[src/rtl/muldiv_sched_pkg.sv]
// muldiv_sched shared types: operation codes, controller states, divider
// iteration count and small operand helpers.
package muldiv_sched_pkg;

    typedef enum logic [2:0] {
        MUL_LO  = 3'd0,
        MUL_HI  = 3'd1,
        MUL_HIU = 3'd2,
        DIV     = 3'd3,
        DIVU    = 3'd4,
        MOD     = 3'd5,
        MODU    = 3'd6
    } mdu_op_t;

    typedef enum logic [1:0] {
        S_IDLE     = 2'd0,
        S_MUL_WAIT = 2'd1,
        S_DIV_RUN  = 2'd2,
        S_DONE     = 2'd3
    } mdu_state_t;

    localparam int DIV_ITERS = 32;

    function automatic logic op_is_div(mdu_op_t op);
        return (op == DIV) || (op == DIVU) || (op == MOD) || (op == MODU);
    endfunction

    function automatic logic op_is_sdiv(mdu_op_t op);
        return (op == DIV) || (op == MOD);
    endfunction

    function automatic logic op_is_rem(mdu_op_t op);
        return (op == MOD) || (op == MODU);
    endfunction

    // Two's-complement magnitude; 0x80000000 maps to itself as unsigned.
    function automatic logic [31:0] mag32(logic [31:0] x, logic sgn);
        return (sgn && x[31]) ? (32'd0 - x) : x;
    endfunction

endpackage

[src/rtl/muldiv_sched_if.sv]
// muldiv_sched bus: execute-stage request/result handshake plus the
// external multiplier handshake. master = EX stage + multiplier side,
// slave = the scheduler.
interface muldiv_sched_if;
    import muldiv_sched_pkg::*;

    logic        flush;
    logic        next_rdy_in;
    logic        req_valid;
    mdu_op_t     req_op;
    logic [31:0] req_a;
    logic [31:0] req_b;
    logic        eu_stall;
    logic        res_valid;
    logic [31:0] res_data;
    logic        mul_en;
    logic        mul_signed;
    logic        mul_flush;
    logic [31:0] mul_a;
    logic [31:0] mul_b;
    logic [63:0] mul_out;
    logic        mul_done;

    modport master (
        output flush, next_rdy_in, req_valid, req_op, req_a, req_b, mul_out, mul_done,
        input  eu_stall, res_valid, res_data, mul_en, mul_signed, mul_flush, mul_a, mul_b
    );

    modport slave (
        input  flush, next_rdy_in, req_valid, req_op, req_a, req_b, mul_out, mul_done,
        output eu_stall, res_valid, res_data, mul_en, mul_signed, mul_flush, mul_a, mul_b
    );

endinterface

[src/rtl/muldiv_sched_div_iter.sv]
// div_iter: restoring divider on operand magnitudes, one quotient bit per
// cycle, sign fixup folded into the final-iteration result.
// Optional MDU_DIV_FAST_EN: divide-by-zero or |dividend| < |divisor|
// completes in the start cycle without iterating.
module div_iter
    import muldiv_sched_pkg::*;
(
    input  logic        clk,
    input  logic        rst,
    input  logic        start,
    input  logic        abort,
    input  logic        is_signed,
    input  logic [31:0] dividend,
    input  logic [31:0] divisor,
    output logic        busy,
    output logic        done,
    output logic [31:0] quotient,
    output logic [31:0] remainder
);

    logic [31:0] rem, quo, dvsr, dvd_raw;
    logic        neg_q, neg_r, dz;
    logic [5:0]  cnt;

    logic [32:0] rem_sh;
    logic        ge;
    logic [31:0] sub, rem_nx, quo_nx, fix_q, fix_r;
    logic        last;
    logic        early;

    // One restoring step plus the signed/zero-divisor result fixup.
    always_comb begin
        rem_sh = {rem, quo[31]};
        ge     = rem_sh >= {1'b0, dvsr};
        sub    = rem_sh[31:0] - dvsr;
        rem_nx = ge ? sub : rem_sh[31:0];
        quo_nx = {quo[30:0], ge};
        fix_q  = dz ? 32'hFFFF_FFFF : (neg_q ? (32'd0 - quo_nx) : quo_nx);
        fix_r  = dz ? dvd_raw       : (neg_r ? (32'd0 - rem_nx) : rem_nx);
    end

    assign last = busy && (cnt == 6'(DIV_ITERS - 1));

`ifdef MDU_DIV_FAST_EN
    // Trivial cases resolve from the live operands in the start cycle.
    assign early     = start && ((divisor == 32'd0) ||
                       (mag32(dividend, is_signed) < mag32(divisor, is_signed)));
    assign done      = early || last;
    assign quotient  = early ? ((divisor == 32'd0) ? 32'hFFFF_FFFF : 32'd0) : fix_q;
    assign remainder = early ? dividend : fix_r;
`else
    assign early     = 1'b0;
    assign done      = last;
    assign quotient  = fix_q;
    assign remainder = fix_r;
`endif

    // Load magnitudes on start, then shift/subtract until the last iteration.
    always_ff @(posedge clk) begin
        if (rst) begin
            rem <= '0; quo <= '0; dvsr <= '0; dvd_raw <= '0;
            neg_q <= 1'b0; neg_r <= 1'b0; dz <= 1'b0;
            cnt <= '0; busy <= 1'b0;
        end else if (abort) begin
            cnt  <= '0;
            busy <= 1'b0;
        end else if (start && !early) begin
            rem     <= '0;
            quo     <= mag32(dividend, is_signed);
            dvsr    <= mag32(divisor, is_signed);
            dvd_raw <= dividend;
            neg_q   <= is_signed && (dividend[31] ^ divisor[31]);
            neg_r   <= is_signed && dividend[31];
            dz      <= (divisor == 32'd0);
            cnt     <= '0;
            busy    <= 1'b1;
        end else if (busy) begin
            rem  <= rem_nx;
            quo  <= quo_nx;
            cnt  <= last ? 6'd0 : cnt + 6'd1;
            busy <= !last;
        end
    end

endmodule

[src/rtl/muldiv_sched.sv]
// muldiv_sched: EX-stage mul/div controller. Drives the external multiplier
// handshake, runs div_iter, holds the result until downstream accepts.
// Optional MDU_DIV_FAST_EN enables the divider early-out.
module muldiv_sched
    import muldiv_sched_pkg::*;
#(
    parameter int XLEN = 32
) (
    input  logic           clk,
    input  logic           rst,
    muldiv_sched_if.slave  bus
);

    mdu_state_t      state;
    mdu_op_t         op_q;
    logic [XLEN-1:0] a_q, b_q;
    logic            sgn_q, mul_en_q, res_valid_q;
    logic [XLEN-1:0] res_data_q;

    logic            div_start, div_busy, div_done;
    logic [31:0]     div_q, div_r, div_res, mul_res;
    mdu_op_t         op_sel;

    assign div_start = (state == S_IDLE) && bus.req_valid && !bus.flush &&
                       op_is_div(bus.req_op) && !div_busy;

    div_iter u_div (
        .clk       (clk),
        .rst       (rst),
        .start     (div_start),
        .abort     (bus.flush),
        .is_signed (op_is_sdiv(bus.req_op)),
        .dividend  (bus.req_a),
        .divisor   (bus.req_b),
        .busy      (div_busy),
        .done      (div_done),
        .quotient  (div_q),
        .remainder (div_r)
    );

    // Early-out completes in IDLE, so the op is still only on the live input.
    assign op_sel  = (state == S_IDLE) ? bus.req_op : op_q;
    assign div_res = op_is_rem(op_sel) ? div_r : div_q;
    assign mul_res = (op_q == MUL_LO) ? bus.mul_out[31:0] : bus.mul_out[63:32];

    assign bus.eu_stall   = bus.req_valid && !bus.flush && (state != S_DONE);
    assign bus.res_valid  = res_valid_q;
    assign bus.res_data   = res_data_q;
    assign bus.mul_en     = mul_en_q && !bus.mul_done;
    assign bus.mul_signed = sgn_q;
    assign bus.mul_flush  = bus.flush;
    assign bus.mul_a      = a_q;
    assign bus.mul_b      = b_q;

    // Controller FSM with registered handshake/result outputs; flush wins.
    always_ff @(posedge clk) begin
        if (rst) begin
            state       <= S_IDLE;
            op_q        <= MUL_LO;
            a_q         <= '0;
            b_q         <= '0;
            sgn_q       <= 1'b0;
            mul_en_q    <= 1'b0;
            res_valid_q <= 1'b0;
            res_data_q  <= '0;
        end else if (bus.flush) begin
            state       <= S_IDLE;
            mul_en_q    <= 1'b0;
            res_valid_q <= 1'b0;
        end else begin
            case (state)
                S_IDLE: if (bus.req_valid) begin
                    op_q  <= bus.req_op;
                    a_q   <= bus.req_a;
                    b_q   <= bus.req_b;
                    sgn_q <= (bus.req_op == MUL_LO) || (bus.req_op == MUL_HI);
                    if (!op_is_div(bus.req_op)) begin
                        state    <= S_MUL_WAIT;
                        mul_en_q <= 1'b1;
                    end else if (div_done) begin
                        state       <= S_DONE;
                        res_valid_q <= 1'b1;
                        res_data_q  <= div_res;
                    end else begin
                        state <= S_DIV_RUN;
                    end
                end
                S_MUL_WAIT: if (bus.mul_done) begin
                    state       <= S_DONE;
                    mul_en_q    <= 1'b0;
                    res_valid_q <= 1'b1;
                    res_data_q  <= mul_res;
                end
                S_DIV_RUN: if (div_done) begin
                    state       <= S_DONE;
                    res_valid_q <= 1'b1;
                    res_data_q  <= div_res;
                end
                S_DONE: if (bus.next_rdy_in) begin
                    state       <= S_IDLE;
                    res_valid_q <= 1'b0;
                end
                default: state <= S_IDLE;
            endcase
        end
    end

endmodule
[src/flat_wrapper.sv]
// flat-port wrapper written by rule: the top's interface ports become plain ports
module muldiv_sched_flat import muldiv_sched_pkg::*;
#(
    parameter int XLEN = 32
)
  (clk, rst, bus_flush, bus_next_rdy_in, bus_req_valid, bus_req_op, bus_req_a, bus_req_b, bus_mul_out, bus_mul_done, bus_eu_stall, bus_res_valid, bus_res_data, bus_mul_en, bus_mul_signed, bus_mul_flush, bus_mul_a, bus_mul_b);
  muldiv_sched_if bus_i ();
  input  logic clk;
  input  logic rst;
  input wire logic [$bits(bus_i.flush)-1:0] bus_flush;
  input wire logic [$bits(bus_i.next_rdy_in)-1:0] bus_next_rdy_in;
  input wire logic [$bits(bus_i.req_valid)-1:0] bus_req_valid;
  input wire logic [$bits(bus_i.req_op)-1:0] bus_req_op;
  input wire logic [$bits(bus_i.req_a)-1:0] bus_req_a;
  input wire logic [$bits(bus_i.req_b)-1:0] bus_req_b;
  input wire logic [$bits(bus_i.mul_out)-1:0] bus_mul_out;
  input wire logic [$bits(bus_i.mul_done)-1:0] bus_mul_done;
  output wire logic [$bits(bus_i.eu_stall)-1:0] bus_eu_stall;
  output wire logic [$bits(bus_i.res_valid)-1:0] bus_res_valid;
  output wire logic [$bits(bus_i.res_data)-1:0] bus_res_data;
  output wire logic [$bits(bus_i.mul_en)-1:0] bus_mul_en;
  output wire logic [$bits(bus_i.mul_signed)-1:0] bus_mul_signed;
  output wire logic [$bits(bus_i.mul_flush)-1:0] bus_mul_flush;
  output wire logic [$bits(bus_i.mul_a)-1:0] bus_mul_a;
  output wire logic [$bits(bus_i.mul_b)-1:0] bus_mul_b;
  assign bus_i.flush = bus_flush;
  assign bus_i.next_rdy_in = bus_next_rdy_in;
  assign bus_i.req_valid = bus_req_valid;
  assign bus_i.req_op = bus_req_op;
  assign bus_i.req_a = bus_req_a;
  assign bus_i.req_b = bus_req_b;
  assign bus_i.mul_out = bus_mul_out;
  assign bus_i.mul_done = bus_mul_done;
  assign bus_eu_stall = bus_i.eu_stall;
  assign bus_res_valid = bus_i.res_valid;
  assign bus_res_data = bus_i.res_data;
  assign bus_mul_en = bus_i.mul_en;
  assign bus_mul_signed = bus_i.mul_signed;
  assign bus_mul_flush = bus_i.mul_flush;
  assign bus_mul_a = bus_i.mul_a;
  assign bus_mul_b = bus_i.mul_b;
  muldiv_sched #(.XLEN(XLEN)) u_core (.clk(clk), .rst(rst), .bus(bus_i));
endmodule
[config.mk]
export PLATFORM = sky130hd
export DESIGN_NAME = muldiv_sched_flat
export DESIGN_NICKNAME = d
export VERILOG_FILES = /design/src/rtl/muldiv_sched_pkg.sv /design/src/rtl/muldiv_sched_if.sv /design/src/rtl/muldiv_sched_div_iter.sv /design/src/rtl/muldiv_sched.sv /design/src/flat_wrapper.sv
export SDC_FILE = /design/constraint.sdc
export NUM_CORES = 1
export LEC_CHECK = 0
export BUFFER_PORTS_ARGS = -buffer_cell sky130_fd_sc_hd__buf_4
export CAP_MARGIN = 20
export CORE_UTILIZATION = 35
export DETAILED_ROUTE_END_ITERATION = 10
export PLACE_DENSITY = 0.55
export RECOVER_POWER = 25
export SYNTH_ARGS = -nofsm -noshare
export SYNTH_HDL_FRONTEND = slang
export SYNTH_HIERARCHICAL = 1
export SYNTH_SLANG_ARGS = --single-unit
export TNS_END_PERCENT = 5
[constraint.sdc]
create_clock -name clk -period 13.93 [get_ports clk]
set_input_delay 1.393 -clock clk [delete_from_list [all_inputs] [get_ports clk]]
set_output_delay 1.393 -clock clk [all_outputs]
set_load 0.01 [all_outputs]
## Word level (Yosys, flattened, before mapping)

Index checks and enable logic that the tools add are counted.

- Register bits: 242
- Output and inout port bits: 101
- Word-level logic and storage cells: 120

- Add/subtract/negate cells: 6
- $lt $le $gt $ge: 1
- Equality and inequality tests: 18
- Multiplexer cells: 39
- Bitwise gates (word level): 2
- Reductions and logical operators: 37

Operators with widths:

| cell | count |
|---|---|
| 2-to-1 mux 32 bit | 17 |
| subtractor 1 x 32 -> 32 bit, first input constant | 4 |
| one-hot mux 32 bit (3 select lines) | 1 |
| >= comparator 33 x 32 -> 1 bit | 1 |
| zero test 32 bit | 1 |
| subtractor 32 bit | 1 |
| equality test 3 bit, second input constant | 5 |
| inequality test 2 bit, second input constant | 7 |
| AND reduction 4 bit | 3 |
| logical AND 1 bit | 11 |
| 2-to-1 mux 1 bit | 11 |
| 2-to-1 mux 2 bit | 5 |
| one-hot mux 2 bit (4 select lines) | 1 |
| adder 6 x 1 -> 6 bit, second input constant | 1 |
| equality test 6 x 5 -> 1 bit, second input constant | 1 |
| zero test 3 bit | 2 |
| logical OR 1 bit | 6 |
| 2-to-1 mux 6 bit | 1 |
| AND reduction 5 bit | 1 |
| equality test 2 bit, second input constant | 2 |
| zero test 1 bit | 4 |
| one-hot mux 1 bit (4 select lines) | 1 |
| AND reduction 2 bit | 2 |
| nonzero test 2 bit | 2 |
| other kinds (12) | 12 |

## Longest topological paths before layout

Gate-level depths: netlist of run 1.

- Word-level depth: 10
- Mapped depth: 24
- Gate-level depth less buffers: 20

## Cells and area by module

Netlist of run 1, hierarchy kept.

Modules (own cells, without submodules):

| module | times used | cells each | area each (µm²) | seq. area each (µm²) |
|---|---|---|---|---|
| div_iter | 1 | 1614 | 11130.7 | 2762.6 |
| muldiv_sched | 1 | 642 | 4784.6 | 2082.0 |

## Least setup slack after synthesis of run 1

OpenSTA, ideal clock, no wires.

- Path kind: register to register
- Start point: register u_core.u_div.dvsr[22]
- End point: register u_core.res_data_q[28] (netlist: u_core/bus.res_data[28])
- Library setup time: 0.060 ns
- Data arrival time: 4.680 ns
- Required time: 13.870 ns
- Path slack: 9.190 ns
- Cell stages (with the launch flop): 23
- Path buffers: 5
- Clock period less this slack: 4.740 ns
- Cell sequence: dfxtp_1 -> inv_1 -> ha_1 -> buf_2 -> nand4_1 -> nor4_2 -> o2111a_1 -> a221o_2 -> a21o_1 -> buf_2 -> buf_1 -> clkbuf_1 -> nand2_1 -> o21ai_0 -> ha_1 -> clkbuf_1 -> nand4_1 -> a2111o_1 -> o311a_1 -> nor3_1 -> nor2_1 -> a21oi_1 -> a32o_1

- Cells in the longest elaborated chain, start to end: 10

RTL lines:

| what | RTL line | source |
|---|---|---|
| start, declared | muldiv_sched_div_iter.sv:21 | `logic [31:0] rem, quo, dvsr, dvd_raw;` |
| start signal, assigned | muldiv_sched_div_iter.sv:70 | `dvsr <= mag32(divisor, is_signed);` |
| subtractor 32 bit or >= comparator 33 x 32 -> 1 bit (tied branches) | muldiv_sched_div_iter.sv:35, muldiv_sched_div_iter.sv:34 |  |
| 2-to-1 mux 32 bit * | muldiv_sched_div_iter.sv:36 | `rem_nx = ge ? sub : rem_sh[31:0];` |
| subtractor 1 x 32 -> 32 bit | muldiv_sched_div_iter.sv:39 | `fix_r = dz ? dvd_raw : (neg_r ? (32'd0 - rem_nx) : rem_nx);` |
| 2-to-1 mux 32 bit * (2 in a row) | muldiv_sched_div_iter.sv:39 |  |
| named net u_core.div_r[28] | muldiv_sched.sv:21 | `logic [31:0] div_q, div_r, div_res, mul_res;` |
| 2-to-1 mux 32 bit * | muldiv_sched.sv:43 | `assign div_res = op_is_rem(op_sel) ? div_r : div_q;` |
| 2-to-1 mux 32 bit * | muldiv_sched.sv:80, muldiv_sched.sv:94 |  |
| 2-to-1 mux 32 bit | muldiv_sched.sv:77 | `if (!op_is_div(bus.req_op)) begin` |
| 2-to-1 mux 32 bit | muldiv_sched.sv:72 | `S_IDLE: if (bus.req_valid) begin` |
| one-hot mux 32 bit (3 select lines) * | muldiv_sched.sv:71 | `case (state)` |
| end signal, assigned | muldiv_sched.sv:83 | `res_data_q <= div_res;` |
| end signal, assigned | muldiv_sched.sv:92 | `res_data_q <= mul_res;` |
| end signal, assigned | muldiv_sched.sv:97 | `res_data_q <= div_res;` |
| end, declared | muldiv_sched.sv:18 | `logic [XLEN-1:0] res_data_q;` |

Mark *: on every way through the listed nets, which the timed path passes. The rest lies on a longest branch. The select of a mux whose other input is x is not followed.
A chain may end at the register's enable or synchronous reset.

## Worst setup path after layout of run 1

- Start point: input port bus_flush
- End point: register u_core.u_div.dvsr[0]

- Cells in the longest elaborated chain, start to end: 5

RTL lines:

| what | RTL line | source |
|---|---|---|
| start, declared | flat_wrapper.sv:10 | `input wire logic [$bits(bus_i.flush)-1:0] bus_flush;` |
| zero test 1 bit | muldiv_sched.sv:24 | `assign div_start = (state == S_IDLE) && bus.req_valid && !bus.flush &&` |
| logical AND 1 bit (2 in a row) | muldiv_sched.sv:24 |  |
| logical AND 1 bit | muldiv_sched.sv:25 | `op_is_div(bus.req_op) && !div_busy;` |
| named net u_core.div_start | muldiv_sched.sv:20 | `logic div_start, div_busy, div_done;` |
| AND reduction 2 bit (no source line) | n/a |  |

The timed path passes the listed nets, and every way through them passes these cells.

==> results of run 1 <==
==> logic make-up (layout without fill, tap and decap cells) <==
group                    Yosys count  in the layout
AO/OA/AOI/OAI                    623            623
adder cells (fa/ha/maj)           42             42
AND/OR/NAND/NOR                  980            980
XOR/XNOR                         120            120
flip-flops                       242            242
multiplexers                      21             21
buffers and inverters            228            387
==> worst min path at each step <==
stage | startpoint | endpoint
after floorplan | u_core/u_div/dvsr[31] | u_core/u_div/dvsr[31]
after global placement | u_core/bus.mul_b[29] | u_core/bus.mul_b[29]
after detailed placement | u_core/u_div/dvd_raw[19] | u_core/u_div/dvd_raw[19]
after global routing | u_core/bus.mul_a[9] | u_core/bus.mul_a[9]
after CTS | u_core/bus.mul_a[9] | u_core/bus.mul_a[9]
final | u_core/bus.mul_a[20] | u_core/bus.mul_a[20]
==> synth_stat cells (19+ instances only) <==
library cell	number	area share, %
a211oi_1	46	2.2
a21oi_1	259	8.1
a22oi_1	22	1.0
a32o_1	32	2.0
buf_2	22	0.69
clkbuf_1	114	2.7
dfxtp_1	242	30
ha_1	41	3.2
inv_1	70	1.7
nand2_1	418	9.9
nand3_1	54	1.7
nand4_1	19	0.75
nor2_1	258	6.1
nor3_1	98	3.1
nor4_1	21	0.83
o21ai_0	97	3.1
o31ai_1	20	0.94
or3_1	30	1.2
xnor2_1	48	2.6
xor2_1	72	4.0
==> worst max-delay path, delay by kind of cell <==
kind	cells	cell delay (ps)
and+or+nand+nor	4	1000
buffers and inverters	5	3850
AOI/OAI and AO/OA	1	190
==> power groups by stage <==
stage	Combinational (mW)	Sequential, mW	Clock [mW]
final	0.916	0.733	0.872
after global routing	0.988	0.735	0.913
after CTS	0.903	0.733	0.889
after detailed placement	0.900	0.748	0
after global placement	0.902	0.747	0
after floorplan	0.592	0.746	0
==> flip-flops by register name (all words and copies together) (netlist names), 2 cells and up <==
register,cells
u_core/bus.mul_a,32
u_core/bus.mul_b,32
u_core/bus.res_data,32
u_core/op_q,3
u_core/state,2
u_core/u_div/cnt,6
u_core/u_div/dvd_raw,32
u_core/u_div/dvsr,32
u_core/u_div/quo,32
u_core/u_div/rem,32
==> routing by layer <==
layer  up-vias  share of wire (%)
li1       8253                  -
met1      8020                 49
met2       715                 42
met3        77                7.9
met4         0                1.9
met5         -                  0
==> per-stage QoR <==
stage,power (mW),hold slack [ps],utilization [%]
detailed placement,1.65,448,40.4
global route,2.64,468,42.2
floorplan,1.34,432,-
finish,2.52,452,42.2
global placement,1.65,443,40.3
CTS,2.52,457,42.8
==> area by class of cell <==
| cell class | instances | area [µm²] | area share (%) |
|---|---|---|---|
| flip-flops and latches | 242 | 4850 | 25.8 |
| clock buffers | 41 | 833 | 4.44 |
| multi-input cells | 1786 | 10100 | 53.9 |
| clock inverters | 13 | 253 | 1.35 |
| inverters | 71 | 267 | 1.42 |
| repair buffers | 262 | 1710 | 9.11 |
| well taps | 592 | 741 | 3.95 |
==> summary.md, run 1 <==
| Metric | Value |
|---|---|
| CTS max path bufs | 3 |
| Final Hold Viols | 0 |
| Largest stage delay, worst path | between 1500 and 2000 ps |
| Most frequent cells in the layout | nand2_1, a21oi_1, nor2_1 |
| Library cells used by synthesis | slightly above 80 |
| Core area | roughly 45000 µm² |
| Placed insts | 2952 |
| Flop pwr share | 29.1% |
| Starting DRT DRC Count | 1881 |
| Post-CTS setup buffers | 0 |
| Total Wirelength | 61.6 mm |
| Critical Path End | u_core/u_div/dvsr[0] |
| Net Count, Synth | about 2400 |
| Hold-fix buffers, CTS | 0 |
| Logic gate share of total power | a little over a third |
| Sw frac | around two fifths |
| GR peak layer | met1 |
| Clock Power Share | between 30 and 40% |
| Final Cycle Share | a little over two fifths |
| Port bufs | ~240 |
| Maximum vdd drop | approximately 0.000098 V |
| GR Util met3 | between 3 and 4% |
| Largest net degree at the start of global routing | 98 |
| Mapped Cells | 2256 |
| Ant diodes | 0 |
| Net Sw Power | roughly 960 µW |
| Via Count | between 15000 and 20000 |
| Synth Area in Compound Gates | 24.9% |
| Core Rows | 77 |
| Int Power | about 1.6 mW |
| Post-synth EDFFs | 0 |
| Syn-to-layout area delta | 17.9% |
| Commonest non-fill, non-tap cell in the layout | nand2_1 |
| Worst-Margin Slew | roughly 3200 ps |
| Reg2reg end | u_core/bus.res_data[28] |
| CTS tree | yes |
| Grt met2 use | 37.7% |
| Routability Congestion | between 0.9 and 1 |
| Fillers | around 4700 |
| Worst path slowest cell | clkbuf_1 |
| Post_cts resized | 0 |
| Die height | between 200 and 250 µm |
| IO Pins | ~240 |
| Via density | around 5.7 |
| Reg2Reg Depth | 19 |
| Synth Area in XOR/XNOR | 6.60% |
| Outcome | finished, violations left |
| RSZ-0062 raised after global routing | false |
| Worst slack, placed | about 8600 ps |
| First-pass GRT wire length | ~94 mm |
| Min-Delay Path Depth | 2 |
| Hold WC Path Type | reg -> reg |
| Residual DRC | 0 |
| RR Startpoint | u_core/u_div/dvsr[18] |
| Crit path cell chain | clkbuf_1 -> inv_1 -> nand3_1 -> nor3_2 -> clkbuf_1 -> nor2b_4 -> buf_4 -> buf_4 -> nand2_1 -> a21oi_1 |
| Vias in the first global route | about 15000 |
| Count of pins over their slew limit | 149 |
| Setup_tns | 0 ps |
| Post-route ant nets | 0 |
| Worst Clk Skew | about 18 ps |
| DRT Pass-1 Iters | 6 |
| Flop-to-flop setup slack | 8470 ps |
| Main combinational cell family by area after synthesis | simple AND/OR/NAND/NOR gates |
| Worst Path Max Fanout | between 60 and 70 |
| Main synth FF type | dfxtp_1 |
| Drt wl/cell | around 20 µm |
| CP startpoint | bus_flush |
| Finish-stage setup viols | 0 |
| Arrival @ worst endpoint | 6490 ps |
| Adder-cell share of the synthesized area | 3.35% |
| Clock sink count | around 240 |
| Clock transition at path regs | approximately 60 ps |
| Mean Syn Cell Area | between 7 and 8 µm² |
| All-Layer GR Usage | 25.6% |
| Max-cap check violation count | 3 |
| Mapped cell area | approximately 16000 µm² |
| Setup ws final | a little under 8000 ps |
| Initial antenna violation count | 1 |
| Met1 Use GR | between 30% and 40% |
| Post-DP HPWL | 46.0 mm |
| Die width | 215 µm |
| Seq/Total Area, Yosys | 30.4% |
| Violated checks | max-capacitance violations, max-slew violations |
| Share of cells above drive strength 1 | between 10% and 20% |
| Initial Util | 35.8% |
| Dpl cell area | between 15000 and 20000 µm² |
| Root Driver | clkbuf_16 |
| Fin cells | 3007 |
| DIE AREA | roughly 46000 µm² |
| Num CTS Buffers | 30 |
| Worst-Skew Late Latency | ~580 ps |
| Total number of yosys warnings | 6 |
| Data required time at the worst endpoint | about 14000 ps |
| Ys async rst share | 0% |
| Crit path kind | in -> reg |
| Slew headroom | -110% |
| Pwr per Cell Area | 134 nW/µm² |
| Pleak | around 7.3 nW |
| Post-synthesis mux area share | 1.35% |
| Synth Register Bits | 242 |
| Congestion Overflow GR | 0 |
| Startpoint types | input pin |
| Post-Synth Simple-Gate Area | between 20% and 30% |
| Fin crit period | between 6000 and 7000 ps |
| Nets | about 2600 |
| Htree depth | 1 |
| Peak Freq | roughly 170 MHz |
| Fin area | 18800 µm² |
| Setup crit end kind | flip-flop |
Power figures use the tool's default switching activity.
==> inputs of run 2 (changes only) <==
--- a/config.mk
+++ b/config.mk
@@ -5,11 +5,12 @@
 export SDC_FILE = /design/constraint.sdc
 export NUM_CORES = 1
 export LEC_CHECK = 0
+export ABC_AREA = 1
 export BUFFER_PORTS_ARGS = -buffer_cell sky130_fd_sc_hd__buf_4
 export CAP_MARGIN = 20
 export CORE_UTILIZATION = 35
 export DETAILED_ROUTE_END_ITERATION = 10
-export PLACE_DENSITY = 0.55
+export PLACE_DENSITY = 0.57
 export RECOVER_POWER = 25
 export SYNTH_ARGS = -nofsm -noshare
 export SYNTH_HDL_FRONTEND = slang
==> constraint.sdc (replaced) <==
create_clock -name clk -period 5.1 [get_ports clk]
set_input_delay 0.51 -clock clk [delete_from_list [all_inputs] [get_ports clk]]
set_output_delay 0.51 -clock clk [all_outputs]
set_load 0.01 [all_outputs]
==> summary.md, run 2 <==
| Metric | Value |
|---|---|
| Core area | 48800 µm² |
| Largest net degree at the start of global routing | between 80 and 90 |
| Root Driver | clkbuf_16 |
| Mapped cell area | around 17000 µm² |
| Cell accounting for the most synthesized area | dfxtp_1 |
| IO Pins | between 200 and 250 |
| Port bufs | ~240 |
| Crit path kind | reg -> reg |
| Min-Delay Path Depth | 3 |
| Mean Syn Cell Area | between 6 and 7 µm² |
| Num CTS Buffers | 30 |
| Worst-Skew Late Latency | 600 ps |
| Routability Congestion | 0.956 |
| Data required time at the worst endpoint | between 5000 and 6000 ps |
| Outcome | finished, final reports clean |
| Die height | 224 µm |
| Flop pwr share | around 29% |
| Commonest cells post-synth | nand2_1, nor2_1, inv_1 |
| Clock sink count | approximately 240 |
| Net Sw Power | a little over 3 mW |
| Synth Register Bits | about 240 |
| Setup_tns | 0 ps |
| Reg2Reg Depth | 32 |
| Core Rows | 81 |
| Most frequent cells in the layout | nand2_1, nor2_1, inv_1 |
| Commonest non-fill, non-tap cell in the layout | nand2_1 |
| All-Layer GR Usage | between 20% and 30% |
| Worst Clk Skew | ~29 ps |
| RSZ-0062 raised after global routing | false |
| Placed insts | between 3000 and 4000 |
| Die width | about 220 µm |
| Mapped Cells | approximately 2800 |
| Maximum vdd drop | just under 0.0003 V |
| Fin area | roughly 20000 µm² |
| Syn-to-layout area delta | 16.4% |
| Ys async rst share | 0% |
| Residual DRC | 0 |
| Seq/Total Area, Yosys | 28.0% |
| Slew headroom | a little under a third |
| Ant diodes | 0 |
| Most used cell, CP | nand2_1 |
| Post-DP HPWL | between 40 and 50 mm |
| Max-cap check violation count | 0 |
| Via Count | ~19000 |
| Final Cycle Share | 87.1% |
| Drt wl/cell | approximately 18 µm |
| DRT Pass-1 Iters | 6 |
| Net Count, Synth | about 3000 |
| Hold-fix buffers, CTS | 0 |
| Worst-Margin Slew | approximately 1000 ps |
| Total Wirelength | 64.5 mm |
| Fin cells | approximately 3700 |
| Logic gate share of total power | about 41% |
| Post-CTS setup buffers | 0 |
| Congestion Overflow GR | 0 |
| DIE AREA | between 50000 and 60000 µm² |
| Via density | approximately 5.2 |
| Initial Util | a little over a third |
| Pwr Total | between 7 and 8 mW |
| Worst path slowest cell | ha_1 |
| Most common cell in the netlist | nand2_1 |
| Dominant cells by area after synthesis | dfxtp_1, nand2_1, nor2_1, o21ai_0, inv_1 |
| Sw frac | a little over two fifths |
| Nets | 3152 |
| CTS tree | yes |
| Top cell type's share of synthesized area | between 20% and 30% |
| Htree depth | 1 |
| Peak Freq | ~230 MHz |
| Post-route ant nets | 0 |
| Main synth FF type | dfxtp_1 |
| Post_cts resized | 0 |
| Library cells used by synthesis | 52 |
| Final Hold Viols | 0 |
| Startpoint types | flip-flop |
| Worst Path Max Fanout | 19 |
| CTS max path bufs | 3 |
| First-pass GRT wire length | ~100 mm |
| Setup crit end kind | flip-flop |
| Pleak | approximately 9.5 nW |
| Count of pins over their slew limit | 0 |
| Pwr per Cell Area | roughly 360 nW/µm² |
| Vias in the first global route | around 17000 |
| Fillers | between 5000 and 6000 |
| Hold WC Path Type | in -> reg |
| Clock transition at path regs | ~60 ps |
| Int Power | 4.16 mW |
| Initial antenna violation count | 0 |
| Total number of yosys warnings | 6 |
| Fin crit period | around 4400 ps |
| Starting DRT DRC Count | ~1800 |
| Clock Power Share | between 30% and 40% |
| Finish-stage setup viols | 0 |
| Arrival @ worst endpoint | around 5000 ps |
| Dpl cell area | roughly 19000 µm² |
| Largest stage delay, worst path | approximately 340 ps |
| Post-synth EDFFs | 0 |
| Share of cells above drive strength 1 | 12.1% |
[run 2: kinds of logic (layout without fill, tap and decap cells)]
kind of cell,after synthesis,in the layout,share of synthesized area (%)
compound gates,564,564,17.8
xor+xnor,62,62,3.14
flops,242,242,28.0
simple gates,1445,1445,37.1
fa+ha+maj,42,42,3.08
buf+inv,462,639,10.9
[run 2: cell type report]
| class | instances | area (µm²) | area share, % |
|---|---|---|---|
| Multi-Input combinational cell | 2113 | 10600 | 52.6 |
| Sequential cell | 242 | 4850 | 24.1 |
| Timing Repair Buffer | 258 | 1650 | 8.18 |
| Inverter | 328 | 1230 | 6.12 |
| Clock buffer | 40 | 838 | 4.17 |
| Tap cell | 664 | 831 | 4.13 |
| Clock inverter | 13 | 156 | 0.777 |
[run 2: critical path: cells and delay by family, from the launching register on]
kind / cells / cell delay, ps
AO/OA/AOI/OAI: 4 / 600
adder cells (fa/ha/maj): 2 / 520
buffers and inverters: 7 / 550
flip-flops: 1 / 310
AND/OR/NAND/NOR: 19 / 2360
[run 2: stage by stage]
step           worst slack, ps  util (%)  hold slack [ps]
2_1_floorplan             1430         -              440
3_3_place_gp               789      39.7              454
3_5_place_dp               706      39.8              460
4_1_cts                    713      41.8              151
5_1_grt                   16.9      41.2              172
6_report                   658      41.2              165
[run 2: metal layers]
layer  global-route usage [%]  up-vias  share of wire (%)
li1                         -     9362                  -
met1                     37.9     8724                 49
met2                     37.5      683                 41
met3                     3.50       73                8.0
met4                     5.66        0                2.0
met5                        0        -                  0
[run 2: power groups by stage]
| stage | registers [mW] | clock network, mW | logic, mW |
|---|---|---|---|
| floorplan | 2.09 | 0 | 2.03 |
| finish | 2.06 | 2.20 | 2.94 |
| detailed placement | 2.10 | 0 | 2.93 |
| CTS | 2.06 | 2.25 | 2.94 |
| global placement | 2.09 | 0 | 2.91 |
| global route | 2.07 | 2.33 | 3.25 |
[run 2: path summary, 6_finish.rpt]
path / start / to / slack (ps)
max: u_core/u_div/dvsr[16] / u_core/bus.res_data[28] / 660
min: bus_req_a[15] / u_core/bus.mul_a[15] / 170
max reg2reg: u_core/u_div/dvsr[16] / u_core/bus.res_data[28] / 660
min reg2reg: u_core/u_div/cnt[0] / u_core/u_div/cnt[0] / 480
==> inputs of run 3 (changes only) <==
--- a/config.mk
+++ b/config.mk
@@ -10,7 +10,7 @@
 export CAP_MARGIN = 20
 export CORE_UTILIZATION = 35
 export DETAILED_ROUTE_END_ITERATION = 10
-export PLACE_DENSITY = 0.57
+export PLACE_DENSITY = 0.55
 export RECOVER_POWER = 25
 export SYNTH_ARGS = -nofsm -noshare
 export SYNTH_HDL_FRONTEND = slang
==> constraint.sdc (replaced) <==
create_clock -name clk -period 5.2 [get_ports clk]
set_input_delay 0.52 -clock clk [delete_from_list [all_inputs] [get_ports clk]]
set_output_delay 0.52 -clock clk [all_outputs]
set_load 0.01 [all_outputs]
==> summary.md, run 3 (synthesis gave the netlist of run 2 again) <==
| Metric | Value |
|---|---|
| Hold Slack | between 150 and 200 ps |
| WHS Endpoint | u_core/bus.mul_a[0] |
| Initial antenna violation count | 0 |
| Nets | between 3000 and 4000 |
| Die width | between 200 and 250 µm |
| Die height | roughly 220 µm |
| Ant diodes | 0 |
| Worst-Skew Late Latency | around 580 ps |
| Min-Delay Path Depth | 3 |
| Share of cells above drive strength 1 | approximately an eighth |
| Vias in the first global route | about 17000 |
| Multi-input logic area | around 11000 µm² |
| RSZ-0062 raised after global routing | false |
| Worst-Margin Slew | ~920 ps |
| Starting DRT DRC Count | 1800 |
| Residual DRC | 0 |
| Reg2reg end | u_core/bus.res_data[30] |
| Startpoint types | flip-flop |
| Flop-to-flop setup slack | between 600 and 700 ps |
| Worst Clk Skew | ~9.5 ps |
| Pleak | about 9.5 nW |
| Worst Hold Launch | bus_req_a[0] |
| Most frequent cells in the layout | nand2_1, nor2_1, inv_1 |
| CTS max path bufs | 3 |
| Setup crit end kind | flip-flop |
| Outcome | finished, final reports clean |
| All-Layer GR Usage | 25.2% |
| Htree depth | 1 |
| Initial Util | a little over a third |
| Clock transition at path regs | 60 ps |
| Post-CTS setup buffers | 0 |
| Commonest non-fill, non-tap cell in the layout | nand2_1 |
| Final Cycle Share | between 80 and 90% |
| Reg2Reg Depth | 29 |
| Largest net degree at the start of global routing | 76 |
| Worst Path Max Fanout | 19 |
| Worst path slowest cell | ha_1 |
| Arrival @ worst endpoint | ~5000 ps |
| Fillers | 5463 |
| Slew headroom | between 30% and 40% |
| CTS tree | yes |
| Via Count | ~19000 |
| Maximum vdd drop | between 0.0002 and 0.0003 V |
| Congestion Overflow GR | 0 |
| Peak Freq | 222 MHz |
| Crit path kind | reg -> reg |
| DRT Pass-1 Iters | 6 |
| First-pass GRT wire length | approximately 100 mm |
| Core area | 48800 µm² |
| Hold-fix buffers, CTS | 0 |
| Num CTS Buffers | 30 |
| RR Startpoint | u_core/u_div/dvsr[15] |
| Drt wl/cell | ~18 µm |
| Syn-to-layout area delta | 16.6% |
| Clock sink count | between 200 and 250 |
| Setup_tns | 0 ps |
| Data required time at the worst endpoint | about 5700 ps |
| IO Pins | between 200 and 250 |
| Finish-stage setup viols | 0 |
| Largest stage delay, worst path | 330 ps |
| Core Rows | between 80 and 90 |
| Storage cell area | a little under 5000 µm² |
| Count of pins over their slew limit | 0 |
| Post_cts resized | 0 |
| Root Driver | clkbuf_16 |
| Pwr per Cell Area | ~350 nW/µm² |
| Total Wirelength | 64.7 mm |
| Port bufs | approximately 240 |
| DIE AREA | 50300 µm² |
| Fin crit period | between 4000 and 5000 ps |
| Post-route ant nets | 0 |
| Post-DP HPWL | approximately 49 mm |
| Routability Congestion | around 1 |
| Max-cap check violation count | 0 |
| Hold WC Path Type | in -> reg |
| Via density | between 5 and 6 |
| Final Hold Viols | 0 |
==> run 3: changes by cell type in the layout (fill, tap and decap cells not counted), sizes merged <==
| cell | delta |
|---|---|
| clkinvlp | -1 |
| buf | +7 |
==> run 3: worst max-delay path by stage <==
stage                                          to  depth (start not counted)  slack [ps]                   from
final                     u_core/bus.res_data[30]                         29         690  u_core/u_div/dvsr[15]
after global routing      u_core/bus.res_data[28]                         32         240  u_core/u_div/dvsr[15]
after CTS                 u_core/bus.res_data[26]                         30         820  u_core/u_div/dvsr[15]
after detailed placement  u_core/bus.res_data[26]                         30         840  u_core/u_div/dvsr[16]
after global placement    u_core/bus.res_data[28]                         32         950  u_core/u_div/dvsr[15]
after floorplan           u_core/bus.res_data[28]                         33        1530   u_core/u_div/dvsr[8]
==> run 3: layout make-up <==
cell class              instances  area share [%]
multi-input cells            2113            52.4
flip-flops and latches        242            24.0
repair buffers                265            8.36
inverters                     328            6.11
clock buffers                  40            4.26
well taps                     664            4.12
clock inverters                12           0.683
==> run 3: critical path: cells and delay by family, from the launching register on <==
family          cells  cell delay (ps)
compound gates      7             1160
flops               1              320
buf+inv             6              460
simple gates       14             1900
fa+ha+maj           2              510
==> run 3: layer usage <==
metal	track usage [%]	up-vias	wire, µm
met1	38.0	8625	32500
met3	4.18	68	4610
met4	4.83	0	953
met2	37.5	563	26700
met5	0	-	0
li1	-	9377	-
==> run 3: metrics by stage <==
step,setup WS (ps),power (mW),std cells,instance area [µm²],utilization [%]
after floorplan,1530,4.04,2817,17300,-
after global placement,948,4.95,3610,19500,39.8
after detailed placement,842,4.95,3610,19500,39.8
after CTS,816,7.13,3662,20500,41.9
after global routing,239,7.51,3664,20200,41.3
final,689,7.07,3664,20200,41.3
==> run 3: report_power, final <==
part | switching [mW] | internal [mW]
clock network | 0.857 | 1.29
logic | 2.02 | 0.877
registers | 0.0757 | 1.94
